## config.mk

```make
export PLATFORM = sky130hd
export DESIGN_NAME = csr_exec_unit_flat
export DESIGN_NICKNAME = d
export VERILOG_FILES = /design/src/rtl/csr_exec_unit_pkg.sv /design/src/rtl/csr_exec_unit_if.sv /design/src/rtl/csr_exec_unit_alu.sv /design/src/rtl/csr_exec_unit.sv /design/src/flat_wrapper.sv
export SDC_FILE = /design/constraint.sdc
export NUM_CORES = 1
export LEC_CHECK = 0
export CORE_ASPECT_RATIO = 1.25
export CORE_UTILIZATION = 49
export DETAILED_ROUTE_END_ITERATION = 8
export PLACE_DENSITY = 0.93
export SLEW_MARGIN = 30
export SYNTH_ARGS = -nofsm -noshare
export SYNTH_HDL_FRONTEND = slang
export SYNTH_HIERARCHICAL = 1
export SYNTH_SLANG_ARGS = --single-unit
export TNS_END_PERCENT = 100
```

## constraint.sdc

```tcl
create_clock -name clk -period 15.81 [get_ports clk]
set_input_delay 3.162 -clock clk [delete_from_list [all_inputs] [get_ports clk]]
set_output_delay 3.162 -clock clk [all_outputs]
set_load 0.02 [all_outputs]
```

## src/rtl/csr_exec_unit_pkg.sv

```systemverilog
// rtl/csr_exec_unit_pkg.sv - shared types and constants for the CSR execution unit
package csr_exec_pkg;

    typedef enum logic [2:0] {
        CSR_RW  = 3'b001,
        CSR_RS  = 3'b010,
        CSR_RC  = 3'b011,
        CSR_RWI = 3'b101,
        CSR_RSI = 3'b110,
        CSR_RCI = 3'b111
    } csr_op_t;

    typedef enum logic [1:0] {
        IDLE  = 2'd0,
        READ  = 2'd1,
        WRITE = 2'd2,
        RESP  = 2'd3
    } csr_exec_state_t;

    // Same encoding as the CSR file's privilege mode type.
    typedef enum logic [1:0] {
        MODE_U = 2'd0,
        MODE_S = 2'd1,
        MODE_M = 2'd3
    } cpu_mode_t;

    localparam int ILLEGAL_INST = 2;

endpackage

```

## src/rtl/csr_exec_unit_if.sv

```systemverilog
// rtl/csr_exec_unit_if.sv - commit-stage request, CSR file ports and writeback response
interface csr_exec_unit_if #(
    parameter int XLEN = 32
);
    logic            in_valid;
    logic            in_ready;
    logic [2:0]      in_funct3;
    logic [11:0]     in_csr;
    logic [4:0]      in_rs1_idx;
    logic [XLEN-1:0] in_rs1_val;
    logic [4:0]      in_rd_idx;
    logic [XLEN-1:0] in_pc;
    logic [31:0]     in_inst;
    logic [1:0]      cpu_mode;
    logic            kill;
    logic [11:0]     csr_raddr;
    logic [XLEN-1:0] csr_rdata;
    logic [11:0]     csr_waddr;
    logic            csr_we;
    logic [XLEN-1:0] csr_wdata;
    logic            out_valid;
    logic            out_ready;
    logic [4:0]      out_rd_idx;
    logic            out_rd_we;
    logic [XLEN-1:0] out_rd_data;
    logic            out_exc;
    logic [XLEN-1:0] out_cause;
    logic [XLEN-1:0] out_tval;
    logic            flush;
    logic [XLEN-1:0] redirect_pc;

    modport slave (
        input  in_valid, in_funct3, in_csr, in_rs1_idx, in_rs1_val, in_rd_idx,
               in_pc, in_inst, cpu_mode, kill, csr_rdata, out_ready,
        output in_ready, csr_raddr, csr_waddr, csr_we, csr_wdata, out_valid,
               out_rd_idx, out_rd_we, out_rd_data, out_exc, out_cause, out_tval,
               flush, redirect_pc
    );

    modport master (
        output in_valid, in_funct3, in_csr, in_rs1_idx, in_rs1_val, in_rd_idx,
               in_pc, in_inst, cpu_mode, kill, csr_rdata, out_ready,
        input  in_ready, csr_raddr, csr_waddr, csr_we, csr_wdata, out_valid,
               out_rd_idx, out_rd_we, out_rd_data, out_exc, out_cause, out_tval,
               flush, redirect_pc
    );
endinterface

```

## src/rtl/csr_exec_unit_alu.sv

```systemverilog
// rtl/csr_exec_unit_alu.sv - read-modify-write value, write request and legality checks
module csr_alu
    import csr_exec_pkg::*;
#(
    parameter int XLEN = 32
) (
    input  logic [2:0]      funct3_i,
    input  logic [11:0]     csr_i,
    input  logic [4:0]      rs1_idx_i,
    input  logic [XLEN-1:0] rs1_val_i,
    input  cpu_mode_t       mode_i,
    input  logic [XLEN-1:0] old_i,
    output logic [XLEN-1:0] new_o,
    output logic            wr_req_o,
    output logic            illegal_o
);
    logic [XLEN-1:0] src;
    logic            bad_op;

    always_comb begin
        src    = funct3_i[2] ? XLEN'(rs1_idx_i) : rs1_val_i;
        new_o  = src;
        bad_op = 1'b0;
        case (funct3_i)
            CSR_RW, CSR_RWI: new_o = src;
            CSR_RS, CSR_RSI: new_o = old_i | src;
            CSR_RC, CSR_RCI: new_o = old_i & ~src;
            default:         bad_op = 1'b1;
        endcase
        // Set/clear with x0 must not write, so read-only CSRs stay readable that way.
        wr_req_o  = (funct3_i[1:0] == 2'b01) || (rs1_idx_i != 5'd0);
        illegal_o = (csr_i[9:8] > mode_i) || ((csr_i[11:10] == 2'b11) && wr_req_o) || bad_op;
    end

endmodule

```

## src/rtl/csr_exec_unit.sv

```systemverilog
// rtl/csr_exec_unit.sv - four-state Zicsr executor between commit stage and CSR file
module csr_exec_unit
    import csr_exec_pkg::*;
#(
    parameter int XLEN          = 32,
    parameter int ILLEGAL_CAUSE = ILLEGAL_INST
) (
    input logic          clk,
    input logic          rst,
    csr_exec_unit_if.slave bus
);
    csr_exec_state_t state_q, state_d;
    logic [2:0]      funct3_q;
    logic [11:0]     csr_q;
    logic [4:0]      rs1_idx_q;
    logic [XLEN-1:0] rs1_val_q;
    logic [4:0]      rd_idx_q;
    logic [31:0]     inst_q;
    cpu_mode_t       mode_q;
    logic [XLEN-1:0] redirect_q;
    logic [XLEN-1:0] old_q;
    logic [XLEN-1:0] new_q;
    logic            wr_req_q;
    logic            illegal_q;

    logic [XLEN-1:0] alu_new;
    logic            alu_wr_req;
    logic            alu_illegal;
    logic            accept;

    csr_alu #(.XLEN(XLEN)) u_alu (
        .funct3_i  (funct3_q),
        .csr_i     (csr_q),
        .rs1_idx_i (rs1_idx_q),
        .rs1_val_i (rs1_val_q),
        .mode_i    (mode_q),
        .old_i     (bus.csr_rdata),
        .new_o     (alu_new),
        .wr_req_o  (alu_wr_req),
        .illegal_o (alu_illegal)
    );

    assign accept = (state_q == IDLE) && bus.in_valid && !bus.kill;

    always_ff @(posedge clk or posedge rst) begin
        if (rst) begin
            state_q    <= IDLE;
            funct3_q   <= '0;
            csr_q      <= '0;
            rs1_idx_q  <= '0;
            rs1_val_q  <= '0;
            rd_idx_q   <= '0;
            inst_q     <= '0;
            mode_q     <= MODE_U;
            redirect_q <= '0;
            old_q      <= '0;
            new_q      <= '0;
            wr_req_q   <= 1'b0;
            illegal_q  <= 1'b0;
        end else begin
            state_q <= state_d;
            if (accept) begin
                funct3_q   <= bus.in_funct3;
                csr_q      <= bus.in_csr;
                rs1_idx_q  <= bus.in_rs1_idx;
                rs1_val_q  <= bus.in_rs1_val;
                rd_idx_q   <= bus.in_rd_idx;
                inst_q     <= bus.in_inst;
                mode_q     <= cpu_mode_t'(bus.cpu_mode);
                redirect_q <= bus.in_pc + XLEN'(4);
            end
            if (state_q == READ) begin
                old_q     <= bus.csr_rdata;
                new_q     <= alu_new;
                wr_req_q  <= alu_wr_req;
                illegal_q <= alu_illegal;
            end
        end
    end

    always_comb begin
        state_d         = state_q;
        bus.in_ready    = 1'b0;
        bus.csr_raddr   = '0;
        bus.csr_waddr   = '0;
        bus.csr_we      = 1'b0;
        bus.csr_wdata   = '0;
        bus.out_valid   = 1'b0;
        bus.out_rd_idx  = '0;
        bus.out_rd_we   = 1'b0;
        bus.out_rd_data = '0;
        bus.out_exc     = 1'b0;
        bus.out_cause   = '0;
        bus.out_tval    = '0;
        bus.flush       = 1'b0;
        bus.redirect_pc = redirect_q;
        case (state_q)
            IDLE: begin
                bus.in_ready = 1'b1;
                if (accept) state_d = READ;
            end
            READ: begin
                bus.csr_raddr = csr_q;
                state_d       = bus.kill ? IDLE : WRITE;
            end
            WRITE: begin
                bus.csr_waddr = csr_q;
                bus.csr_wdata = new_q;
                bus.csr_we    = wr_req_q && !illegal_q && !bus.kill;
                state_d       = bus.kill ? IDLE : RESP;
            end
            RESP: begin
                // kill is ignored here: the CSR write has already landed.
                bus.out_valid   = 1'b1;
                bus.out_rd_idx  = rd_idx_q;
                bus.out_rd_we   = (rd_idx_q != 5'd0) && !illegal_q;
                bus.out_rd_data = old_q;
                bus.out_exc     = illegal_q;
                bus.out_cause   = illegal_q ? XLEN'(ILLEGAL_CAUSE) : '0;
                bus.out_tval    = illegal_q ? XLEN'(inst_q) : '0;
                if (bus.out_ready) begin
                    state_d   = IDLE;
                    bus.flush = !illegal_q;
                end
            end
            default: state_d = IDLE;
        endcase
    end

endmodule
```

## src/flat_wrapper.sv

```systemverilog
// flat-port wrapper written by rule: the top's interface ports become plain ports
module csr_exec_unit_flat import csr_exec_pkg::*;
#(
    parameter int XLEN          = 32,
    parameter int ILLEGAL_CAUSE = ILLEGAL_INST
)
  (clk, rst, bus_in_valid, bus_in_funct3, bus_in_csr, bus_in_rs1_idx, bus_in_rs1_val, bus_in_rd_idx, bus_in_pc, bus_in_inst, bus_cpu_mode, bus_kill, bus_csr_rdata, bus_out_ready, bus_in_ready, bus_csr_raddr, bus_csr_waddr, bus_csr_we, bus_csr_wdata, bus_out_valid, bus_out_rd_idx, bus_out_rd_we, bus_out_rd_data, bus_out_exc, bus_out_cause, bus_out_tval, bus_flush, bus_redirect_pc);
  csr_exec_unit_if #(.XLEN(XLEN)) bus_i ();
  input logic clk;
  input logic rst;
  input wire logic [$bits(bus_i.in_valid)-1:0] bus_in_valid;
  input wire logic [$bits(bus_i.in_funct3)-1:0] bus_in_funct3;
  input wire logic [$bits(bus_i.in_csr)-1:0] bus_in_csr;
  input wire logic [$bits(bus_i.in_rs1_idx)-1:0] bus_in_rs1_idx;
  input wire logic [$bits(bus_i.in_rs1_val)-1:0] bus_in_rs1_val;
  input wire logic [$bits(bus_i.in_rd_idx)-1:0] bus_in_rd_idx;
  input wire logic [$bits(bus_i.in_pc)-1:0] bus_in_pc;
  input wire logic [$bits(bus_i.in_inst)-1:0] bus_in_inst;
  input wire logic [$bits(bus_i.cpu_mode)-1:0] bus_cpu_mode;
  input wire logic [$bits(bus_i.kill)-1:0] bus_kill;
  input wire logic [$bits(bus_i.csr_rdata)-1:0] bus_csr_rdata;
  input wire logic [$bits(bus_i.out_ready)-1:0] bus_out_ready;
  output wire logic [$bits(bus_i.in_ready)-1:0] bus_in_ready;
  output wire logic [$bits(bus_i.csr_raddr)-1:0] bus_csr_raddr;
  output wire logic [$bits(bus_i.csr_waddr)-1:0] bus_csr_waddr;
  output wire logic [$bits(bus_i.csr_we)-1:0] bus_csr_we;
  output wire logic [$bits(bus_i.csr_wdata)-1:0] bus_csr_wdata;
  output wire logic [$bits(bus_i.out_valid)-1:0] bus_out_valid;
  output wire logic [$bits(bus_i.out_rd_idx)-1:0] bus_out_rd_idx;
  output wire logic [$bits(bus_i.out_rd_we)-1:0] bus_out_rd_we;
  output wire logic [$bits(bus_i.out_rd_data)-1:0] bus_out_rd_data;
  output wire logic [$bits(bus_i.out_exc)-1:0] bus_out_exc;
  output wire logic [$bits(bus_i.out_cause)-1:0] bus_out_cause;
  output wire logic [$bits(bus_i.out_tval)-1:0] bus_out_tval;
  output wire logic [$bits(bus_i.flush)-1:0] bus_flush;
  output wire logic [$bits(bus_i.redirect_pc)-1:0] bus_redirect_pc;
  assign bus_i.in_valid = bus_in_valid;
  assign bus_i.in_funct3 = bus_in_funct3;
  assign bus_i.in_csr = bus_in_csr;
  assign bus_i.in_rs1_idx = bus_in_rs1_idx;
  assign bus_i.in_rs1_val = bus_in_rs1_val;
  assign bus_i.in_rd_idx = bus_in_rd_idx;
  assign bus_i.in_pc = bus_in_pc;
  assign bus_i.in_inst = bus_in_inst;
  assign bus_i.cpu_mode = bus_cpu_mode;
  assign bus_i.kill = bus_kill;
  assign bus_i.csr_rdata = bus_csr_rdata;
  assign bus_i.out_ready = bus_out_ready;
  assign bus_in_ready = bus_i.in_ready;
  assign bus_csr_raddr = bus_i.csr_raddr;
  assign bus_csr_waddr = bus_i.csr_waddr;
  assign bus_csr_we = bus_i.csr_we;
  assign bus_csr_wdata = bus_i.csr_wdata;
  assign bus_out_valid = bus_i.out_valid;
  assign bus_out_rd_idx = bus_i.out_rd_idx;
  assign bus_out_rd_we = bus_i.out_rd_we;
  assign bus_out_rd_data = bus_i.out_rd_data;
  assign bus_out_exc = bus_i.out_exc;
  assign bus_out_cause = bus_i.out_cause;
  assign bus_out_tval = bus_i.out_tval;
  assign bus_flush = bus_i.flush;
  assign bus_redirect_pc = bus_i.redirect_pc;
  csr_exec_unit #(.XLEN(XLEN), .ILLEGAL_CAUSE(ILLEGAL_CAUSE)) u_core (.clk(clk), .rst(rst), .bus(bus_i));
endmodule
```

==> impl_metrics.json, run 1 <==
{
  "crit_top_cell": "clkdlybuf4s50_1",
  "slew_headroom_pct": 36.8,
  "r2r_cells": 5,
  "grt_use_total_pct": 25.9,
  "slowest_stage": "clkdlybuf4s50_1",
  "crit_fanout": 5,
  "synth-edff-count": 0,
  "core-area_um2": 19400,
  "final_hold_viol_count": 0,
  "rsz0062_at_grt": "false",
  "initial_utilization_pct": 50.0,
  "postCtsSetupBuffers": 0,
  "setup_viol": 0,
  "fmax_mhz": 130,
  "io_buffer_count": 323,
  "htreeDepth": 4,
  "nNetsFinal": 1283,
  "synth.top_cells.by_count": "191 x dfrtp_1, 161 x mux2_2, 89 x and2_1, 45 x and3_1, 39 x nor2_1",
  "routed_wl_mm": 25.6,
  "tightest_slew_ns": 0.948,
  "clkTransAtPathRegs_ns": 0.07,
  "syn_area_per_cell_um2": 11.7,
  "cts_buffer_depth": 2,
  "maxCapViolCount": 0,
  "crit_required_ns": 12.65,
  "drtPass1Iterations": 4,
  "hold_path_end": "u_core/new_q[17]",
  "fillers": 1414,
  "async_reset_ff_share_pct": 100,
  "power_density_nw_per_um2": 175,
  "vias": 7372,
  "finish.instance_area_um2": 13500,
  "fin_skew_ns": 0.0114,
  "clock-sinks": 191,
  "cp_top_family": "buffers and inverters",
  "status": "completed",
  "finalCritPeriodShare_pct": 48.8,
  "fin_crit_ns": 7.71,
  "wl_per_cell_um": 18.3,
  "reg2reg_from": "u_core/state_q[0]",
  "ir_drop_v": 0.000112,
  "ys_seq_area_share_pct": 49.3,
  "first_global_vias": 7686,
  "p_leak_nw": 5.65,
  "drive_above_1_share_pct": 21.1,
  "grt_pass1_wl_mm": 40.6,
  "synth_flop_cell": "dfrtp_1",
  "hold_buffers": 0,
  "post_dp_cell_area_um2": 12900,
  "critical_path_class": "primary input to output pin",
  "syn_inst": 831,
  "r2r_setup_slack_ns": 12.56,
  "top_level_ports": 355,
  "grt_max_degree": 127,
  "crit_path_start_kind": "primary input",
  "max_stage_delay_ns": 0.59,
  "route.detailed.drc": 0,
  "synth_area_um2": 9690,
  "rows": 57,
  "grt-ovfl-total": 0,
  "ctsResizeCount": 0,
  "power_mw": 2.37,
  "via_per_inst": 5.27,
  "gp_congestion": 0.813,
  "cts_tree": "yes",
  "end_kind": "output pin",
  "synth-seq-cells": 191,
  "tns_ns": 0,
  "insertion_delay_ns": 0.43,
  "hold_depth": 1,
  "synth_cell_types": 40,
  "die_y_um": 159,
  "die_w_um": 128,
  "cts_root_buf": "clkbuf_16",
  "detail-route-antenna-nets": 0,
  "fp.dieArea_um2": 20300,
  "yosys-top-cells-area": "dfrtp_1 49%, mux2_2 19%, and2_1 5.7%, o31ai_2 3.2%, buf_4 2.9%",
  "synthToLayoutAreaGrowth_pct": 39.6,
  "drtIter0Drc": 313,
  "reg2reg_to": "u_core/inst_q[4]",
  "synth_top_area_share_pct": 49.3,
  "worstHoldStart": "u_core/new_q[17]",
  "yosysTopAreaCell": "dfrtp_1",
  "cts_buffers": 17,
  "yosysWarningCount": 6,
  "path_buf_inv": 2,
  "synth_most_common_cell": "dfrtp_1",
  "antenna_found_initial": 2,
  "hp-class": "flip-flop to flip-flop",
  "dp_hpwl_mm": 18.2,
  "arrival_ns": 4.55,
  "cp_cell_sequence": "clkdlybuf4s50_1 > nor2_1 > and3_1 > clkdlybuf4s50_1",
  "finalMaxSlewViolations": 0
}
## cell families after synthesis
| group | synth area share, % |
|---|---|
| fa+ha+maj | 0.387 |
| simple gates | 13.8 |
| flops | 49.3 |
| buf+inv | 7.11 |
| mux | 19.2 |
| compound gates | 7.60 |
| xor+xnor | 2.53 |
| other cells | 0.0387 |
## cell usage in the layout, fill, tap and decap left out, types with 2 or more instances in the layout
| cell | n |
|---|---|
| xor2_1 | 21 |
| xnor2_1 | 7 |
| inv_8 | 3 |
| nor4_4 | 2 |
| a21oi_1 | 31 |
| nand3_1 | 16 |
| clkbuf_16 | 17 |
| conb_1 | 31 |
| diode_2 | 2 |
| o31ai_1 | 3 |
| o211ai_1 | 27 |
| o31ai_2 | 25 |
| clkinv_8 | 4 |
| mux2_2 | 161 |
| ha_1 | 3 |
| nor2_1 | 39 |
| inv_1 | 32 |
| and4_1 | 2 |
| nand4_1 | 9 |
| buf_4 | 8 |
| nor3_1 | 3 |
| dfrtp_1 | 190 |
| o21ai_1 | 4 |
| nor2b_4 | 2 |
| nand2_1 | 6 |
| inv_6 | 5 |
| and2_1 | 89 |
| mux2i_1 | 5 |
| clkinv_2 | 2 |
| clkdlybuf4s50_1 | 323 |
| and3_1 | 44 |
## per-stage QoR
stage | util (%) | cells | hold WS, ns | worst slack (ns)
after CTS | 69.6 | 1397 | 0.503 | 8.09
after global placement | 66.5 | 1365 | 0.481 | 8.10
final | 69.8 | 1400 | 0.499 | 8.10
after global routing | 69.7 | 1399 | 0.513 | 8.04
after detailed placement | 66.5 | 1365 | 0.487 | 8.10
after floorplan | - | 861 | 0.472 | 7.45
## worst max-delay path by stage
stage / from / end / cells after the start
after floorplan: rst / u_core/bus.redirect_pc[0] / 1
after global placement: bus_kill / bus_csr_we / 4
after detailed placement: bus_kill / bus_csr_we / 4
after CTS: bus_kill / bus_csr_we / 4
after global routing: bus_kill / bus_csr_we / 4
final: bus_kill / bus_csr_we / 4
## worst register-to-register path, stage by stage (launching register included)
cell and delay [ns]:
dfrtp_1 0.40, buf_4 0.29, nor4b_2 0.41, buf_4 0.76, buf_4 0.83, mux2_2 0.44
## where the power goes
| part | leakage [nW] | internal (mW) | total [mW] | switching (mW) |
|---|---|---|---|---|
| logic | 3.12 | 0.536 | 1.05 | 0.513 |
| clock network | 0.297 | 0.227 | 0.432 | 0.205 |
| registers | 2.24 | 0.732 | 0.886 | 0.154 |
| total | 5.65 | 1.50 | 2.37 | 0.872 |
## layer usage
layer  track usage [%]  wire length (um)
met5                 0                 0
met4              11.4               921
met3              7.73              1970
met2              44.2             13000
met1              29.9              9760
## layout make-up
type                       count  area [um^2]  share of cell area (%)
antenna                        2         5.00                  0.0370
clock buffer                  17          425                    3.14
multi-input combinational    545         4360                    32.2
timing repair buffer         332         3320                    24.5
sequential                   191         4780                    35.3
inverter                      33          136                    1.01
tap                          265          332                    2.45
clock inverter                15          175                    1.29
## registers in the layout, indices dropped and copies added (netlist names)
register                flops
u_core/bus.redirect_pc     32
u_core/rs1_val_q           32
u_core/wr_req_q             1
u_core/old_q               32
u_core/inst_q              32
u_core/csr_q               12
u_core/funct3_q             3
u_core/new_q               32
u_core/rs1_idx_q            5
u_core/rd_idx_q             5
u_core/state_q              2
u_core/illegal_q            1
u_core/mode_q               2
Note: power is estimated with default switching activity, not from simulation.
==> inputs of run 2 (changes only) <==
--- a/config.mk
+++ b/config.mk
@@ -6,9 +6,9 @@
 export NUM_CORES = 1
 export LEC_CHECK = 0
 export CORE_ASPECT_RATIO = 1.25
-export CORE_UTILIZATION = 49
+export CORE_UTILIZATION = 41
 export DETAILED_ROUTE_END_ITERATION = 8
-export PLACE_DENSITY = 0.93
+export PLACE_DENSITY = 0.84
 export SLEW_MARGIN = 30
 export SYNTH_ARGS = -nofsm -noshare
 export SYNTH_HDL_FRONTEND = slang
==> constraint.sdc (replaced) <==
create_clock -name clk -period 6.3 [get_ports clk]
set_input_delay 1.26 -clock clk [delete_from_list [all_inputs] [get_ports clk]]
set_output_delay 1.26 -clock clk [all_outputs]
set_load 0.02 [all_outputs]
==> run 2 against run 1 <==
  * Global-route usage decreased by 3.3 points
  * Design area about the same
  * First-iteration DRC count decreased by 24%
  * Non-clock buffer count rose by 2
  * Clock power up 130%
  * Combinational power increased to 2.6 times the previous value
  * Critical path type is now flip-flop to output pin
==> impl_metrics.json, run 2 (same netlist as run 1, synthesis figures left out) <==
{
  "cts_buffer_depth": 2,
  "drive_above_1_share_pct": 21.1,
  "antenna_found_initial": 2,
  "cts_buffers": 17,
  "p_sw_mw": 2.16,
  "tns_ns": 0,
  "slowest_stage": "dfrtp_1",
  "first_global_vias": 7735,
  "final_hold_viol_count": 0,
  "cts_root_buf": "clkbuf_16",
  "insertion_delay_ns": 0.43,
  "setup_viol": 0,
  "htreeDepth": 4,
  "drtIter0Drc": 237,
  "gp_congestion": 0.782,
  "clkTransAtPathRegs_ns": 0.07,
  "grt_use_total_pct": 22.6,
  "post_dp_cell_area_um2": 13000,
  "clock-sinks": 191,
  "fin_crit_ns": 4.19,
  "arrival_ns": 2.93,
  "via_per_inst": 5.16,
  "maxCapViolCount": 0,
  "rsz0062_at_grt": "false",
  "nNetsFinal": 1285,
  "tightest_slew_ns": 0.875,
  "hold_buffers": 0,
  "intPower_mw": 3.72,
  "io_buffer_count": 323,
  "detail-route-antenna-nets": 0,
  "end_kind": "output pin",
  "crit_required_ns": 5.04,
  "ir_drop_v": 0.000251,
  "fillers": 1910,
  "p_leak_nw": 5.63,
  "ctsResizeCount": 0,
  "crit_path_start_kind": "flip-flop",
  "r2r_setup_slack_ns": 3.58,
  "postCtsSetupBuffers": 0,
  "p_clk_share_pct": 17.1,
  "combinationalPowerShare_pct": 45.6,
  "critical_path_class": "flip-flop to output pin",
  "fin_skew_ns": 0.00667,
  "fp.dieArea_um2": 24300,
  "routed_wl_mm": 26.5,
  "multi_input_area_um2": 4360,
  "grt-ovfl-total": 0,
  "die_y_um": 174,
  "seq_area_um2": 4780,
  "top_level_ports": 355,
  "finalMaxSlewViolations": 0,
  "drtPass1Iterations": 4,
  "setup_slack_ns": 2.11,
  "swShare_pct": 36.7,
  "cp_cell_sequence": "nor2b_4 > and2_1 > clkdlybuf4s50_1",
  "status": "completed",
  "wl_per_cell_um": 18.6,
  "layout_commonest_cell": "clkdlybuf4s50_1",
  "rows": 62,
  "die_w_um": 140,
  "fmax_mhz": 239,
  "synthToLayoutAreaGrowth_pct": 39.7,
  "pre_cts_slack_ns": 2.39,
  "route.detailed.drc": 0,
  "p_seq_share_pct": 37.3,
  "max_stage_delay_ns": 0.76,
  "crit_fanout": 24,
  "initial_utilization_pct": 41.9,
  "final_cell_mix": "323 x clkdlybuf4s50_1, 190 x dfrtp_1, 161 x mux2_2",
  "grt_pass1_wl_mm": 42.2,
  "slew_headroom_pct": 41.7,
  "finalCritPeriodShare_pct": 66.5,
  "dp_hpwl_mm": 18.7,
  "cts_tree": "yes",
  "final_core_util_pct": 58.6,
  "finish.instance_area_um2": 13500,
  "grt_max_degree": 132,
  "power_density_nw_per_um2": 434,
  "core-area_um2": 23100,
  "hp-class": "flip-flop to flip-flop",
  "vias": 7347
}
==> run 2: changes by cell type in the layout (fill, tap and decap cells not counted), sizes merged <==
cell      previous run  this run
bufinv               1         0
buf                  9        11
inv                 40        34
diode                2         1
clkbuf              17        21
clkinv               7         6
clkinvlp             0         4
==> run 2: per-layer routing <==
metal,share of wire (%),track usage (%),wire length (um)
met1,39,25.9,10400
met2,51,39.7,13400
met3,8.0,7.25,2110
met4,2.2,7.27,571
met5,0.049,0,13
==> run 2: layout make-up <==
type	count	share of cell area, %
multi-input cells	545	32.2
repair buffers	334	24.8
clock buffers	21	3.40
flip-flops and latches	191	35.3
diodes	1	0.0185
well taps	288	2.66
clock inverters	11	0.628
inverters	33	0.943
==> run 2: critical path: cells and delay by family (launching register included) <==
family                 cells  cell delay, ns
buffers and inverters      1            0.64
flip-flops                 1            0.76
AND/OR/NAND/NOR            2            1.08
==> run 2: worst paths after layout <==
path / from / end / depth (start not counted)
setup / recovery: u_core/state_q[0] / bus_csr_raddr[10] / 3
hold / removal: u_core/inst_q[16] / u_core/inst_q[16] / 1
setup reg to reg: u_core/state_q[0] / u_core/csr_q[2] / 4
hold reg to reg: u_core/inst_q[16] / u_core/inst_q[16] / 1
max in group asynchronous: rst / u_core/new_q[23] / 3
min in group asynchronous: rst / u_core/funct3_q[0] / 3
==> run 2: power by group through the flow <==
stage	combinational [mW]	sequential (mW)	clock (mW)
after floorplan	1.68	2.20	0
after global placement	2.60	2.17	0
after detailed placement	2.69	2.21	0
after CTS	2.70	2.19	1.04
after global routing	2.88	2.28	1.08
final	2.68	2.19	1.01
==> run 2: metrics by stage <==
stage,instances,hold WS [ns],total power [mW]
after floorplan,861,0.472,3.88
after global placement,1390,0.480,4.77
after detailed placement,1391,0.487,4.91
after CTS,1423,0.502,5.94
after global routing,1423,0.518,6.24
final,1424,0.499,5.88
==> inputs of run 3 (changes only) <==
--- a/config.mk
+++ b/config.mk
@@ -6,9 +6,9 @@
 export NUM_CORES = 1
 export LEC_CHECK = 0
 export CORE_ASPECT_RATIO = 1.25
-export CORE_UTILIZATION = 41
+export CORE_UTILIZATION = 45
 export DETAILED_ROUTE_END_ITERATION = 8
-export PLACE_DENSITY = 0.84
+export PLACE_DENSITY = 0.87
 export SLEW_MARGIN = 30
 export SYNTH_ARGS = -nofsm -noshare
 export SYNTH_HDL_FRONTEND = slang
==> constraint.sdc (replaced) <==
create_clock -name clk -period 4.4 [get_ports clk]
set_input_delay 0.88 -clock clk [delete_from_list [all_inputs] [get_ports clk]]
set_output_delay 0.88 -clock clk [all_outputs]
set_load 0.02 [all_outputs]
==> run 3 against run 2 <==
  * Via count about the same
  * Critical path depth increased by 1
  * Sequential power increased by 47%
  * First-iteration DRC count increased by 49%
  * Worst hold slack improved by 0.0033 ns
  * Worst setup slack got worse by 1.5 ns
  * Register-to-register slack got worse by 2.1 ns
  * Final cell count decreased by 0.77%
  * Clock skew increased by 0.0033 ns
  * Die area decreased by 8.8%
  * Combinational power increased by 40%
  * Utilization increased by 6.0 points
  * Critical endpoint is now bus_csr_wdata[22]
  * Largest power group unchanged
  * Highest routed layer unchanged
==> impl_metrics.json, run 3 (same netlist as run 1, synthesis figures left out) <==
{
  "clkTransAtPathRegs_ns": 0.07,
  "nNetsFinal": 1285,
  "vias": 7341,
  "tns_ns": 0,
  "hold_path_end": "u_core/old_q[20]",
  "layout_commonest_cell": "clkdlybuf4s50_1",
  "final_hold_viol_count": 0,
  "antenna_found_initial": 7,
  "fin_crit_ns": 3.75,
  "setup_viol": 0,
  "drtIter0Drc": 353,
  "ctsResizeCount": 0,
  "holdWs_ns": 0.502,
  "cts_buffer_depth": 2,
  "p_seq_share_pct": 37.8,
  "die_y_um": 166,
  "grt_max_degree": 132,
  "cts_buffers": 17,
  "via_per_inst": 5.20,
  "postCtsSetupBuffers": 0,
  "clock-sinks": 191,
  "rows": 59,
  "grt_use_total_pct": 24.6,
  "arrival_ns": 2.87,
  "reg2reg_from": "u_core/state_q[0]",
  "fillers": 1626,
  "combinationalPowerShare_pct": 44.3,
  "fp.dieArea_um2": 22100,
  "cp-startpoint": "u_core/state_q[1]",
  "gp_congestion": 0.841,
  "finalMaxSlewViolations": 0,
  "detail-route-antenna-nets": 0,
  "p_clk_share_pct": 17.9,
  "ir_drop_v": 0.000371,
  "p_leak_nw": 5.64,
  "slew_headroom_pct": 42.8,
  "swShare_pct": 37.6,
  "pre_cts_slack_ns": 1.11,
  "final_cell_count_no_fill": 1413,
  "power_mw": 8.50,
  "route.detailed.drc": 0,
  "crit_fanout": 26,
  "initial_utilization_pct": 46.2,
  "hp-class": "flip-flop to flip-flop",
  "hold_buffers": 0,
  "fin_skew_ns": 0.0100,
  "tightest_slew_ns": 0.858,
  "hold_depth": 1,
  "routed_wl_mm": 26.8,
  "maxCapViolCount": 0,
  "finalCritPeriodShare_pct": 85.3,
  "io_buffer_count": 323,
  "dp.cells": 1377,
  "crit_path_start_kind": "flip-flop",
  "synthToLayoutAreaGrowth_pct": 39.7,
  "drive_above_1_share_pct": 21.2,
  "crit_required_ns": 3.52,
  "end_kind": "output pin",
  "post_dp_cell_area_um2": 12900,
  "r2r_cells": 5,
  "core-area_um2": 21000,
  "power_density_nw_per_um2": 628,
  "final_cell_mix": "323 x clkdlybuf4s50_1, 190 x dfrtp_1, 161 x mux2_2",
  "status": "completed",
  "p_sw_mw": 3.19,
  "fmax_mhz": 266,
  "wl_per_cell_um": 18.9,
  "htreeDepth": 4,
  "intPower_mw": 5.31,
  "grt-ovfl-total": 0,
  "cts_tree": "yes",
  "r2r_setup_slack_ns": 1.53,
  "worstHoldStart": "u_core/old_q[20]",
  "insertion_delay_ns": 0.43,
  "dp_hpwl_mm": 19.1,
  "rsz0062_at_grt": "false",
  "top_level_ports": 355,
  "first_global_vias": 7601,
  "setup_slack_ns": 0.647,
  "final_core_util_pct": 64.6,
  "grt_pass1_wl_mm": 41.7,
  "critical_path_class": "flip-flop to output pin",
  "die_w_um": 133,
  "finish.instance_area_um2": 13500,
  "cts_root_buf": "clkbuf_16",
  "drtPass1Iterations": 4,
  "reg2reg_to": "u_core/old_q[4]"
}
## run 3: critical path, cell delays in order (launching register included)
cell and delay (ns):
dfrtp_1 0.60, nor2b_4 0.65, buf_4 0.37, and2_1 0.21, clkdlybuf4s50_1 0.61
## run 3: power groups by stage
stage | combinational, mW | sequential, mW | clock [mW]
finish | 3.76 | 3.21 | 1.52
global placement | 3.66 | 3.20 | 0
floorplan | 2.40 | 3.16 | 0
detailed placement | 3.76 | 3.23 | 0
global route | 4.04 | 3.33 | 1.62
CTS | 3.78 | 3.21 | 1.56
## run 3: worst max-delay path by stage
stage	cells after the start	end	slack, ns
final	4	bus_csr_wdata[22]	0.65
after global routing	4	bus_csr_wdata[22]	0.52
after CTS	4	bus_csr_wdata[22]	0.64
after detailed placement	4	bus_csr_wdata[22]	1.11
after global placement	4	bus_csr_wdata[22]	1.21
after floorplan	1	u_core/bus.redirect_pc[0]	1.06
## run 3: layout make-up
cell class	instances	area [um^2]	share of cell area (%)
Timing Repair Buffer	334	3340	24.7
Tap cell	274	343	2.53
Clock inverter	15	155	1.15
Antenna cell	4	10.0	0.0739
Clock buffer	17	425	3.14
Multi-Input combinational cell	545	4360	32.2
Sequential cell	191	4780	35.3
Inverter	33	128	0.943
## run 3: metal layers
layer	GRT usage [%]	wire, um	up-vias
met3	7.72	2120	55
li1	-	-	3391
met1	27.3	9850	3566
met5	0	27	-
met4	11.5	1010	4
met2	42.5	13800	325
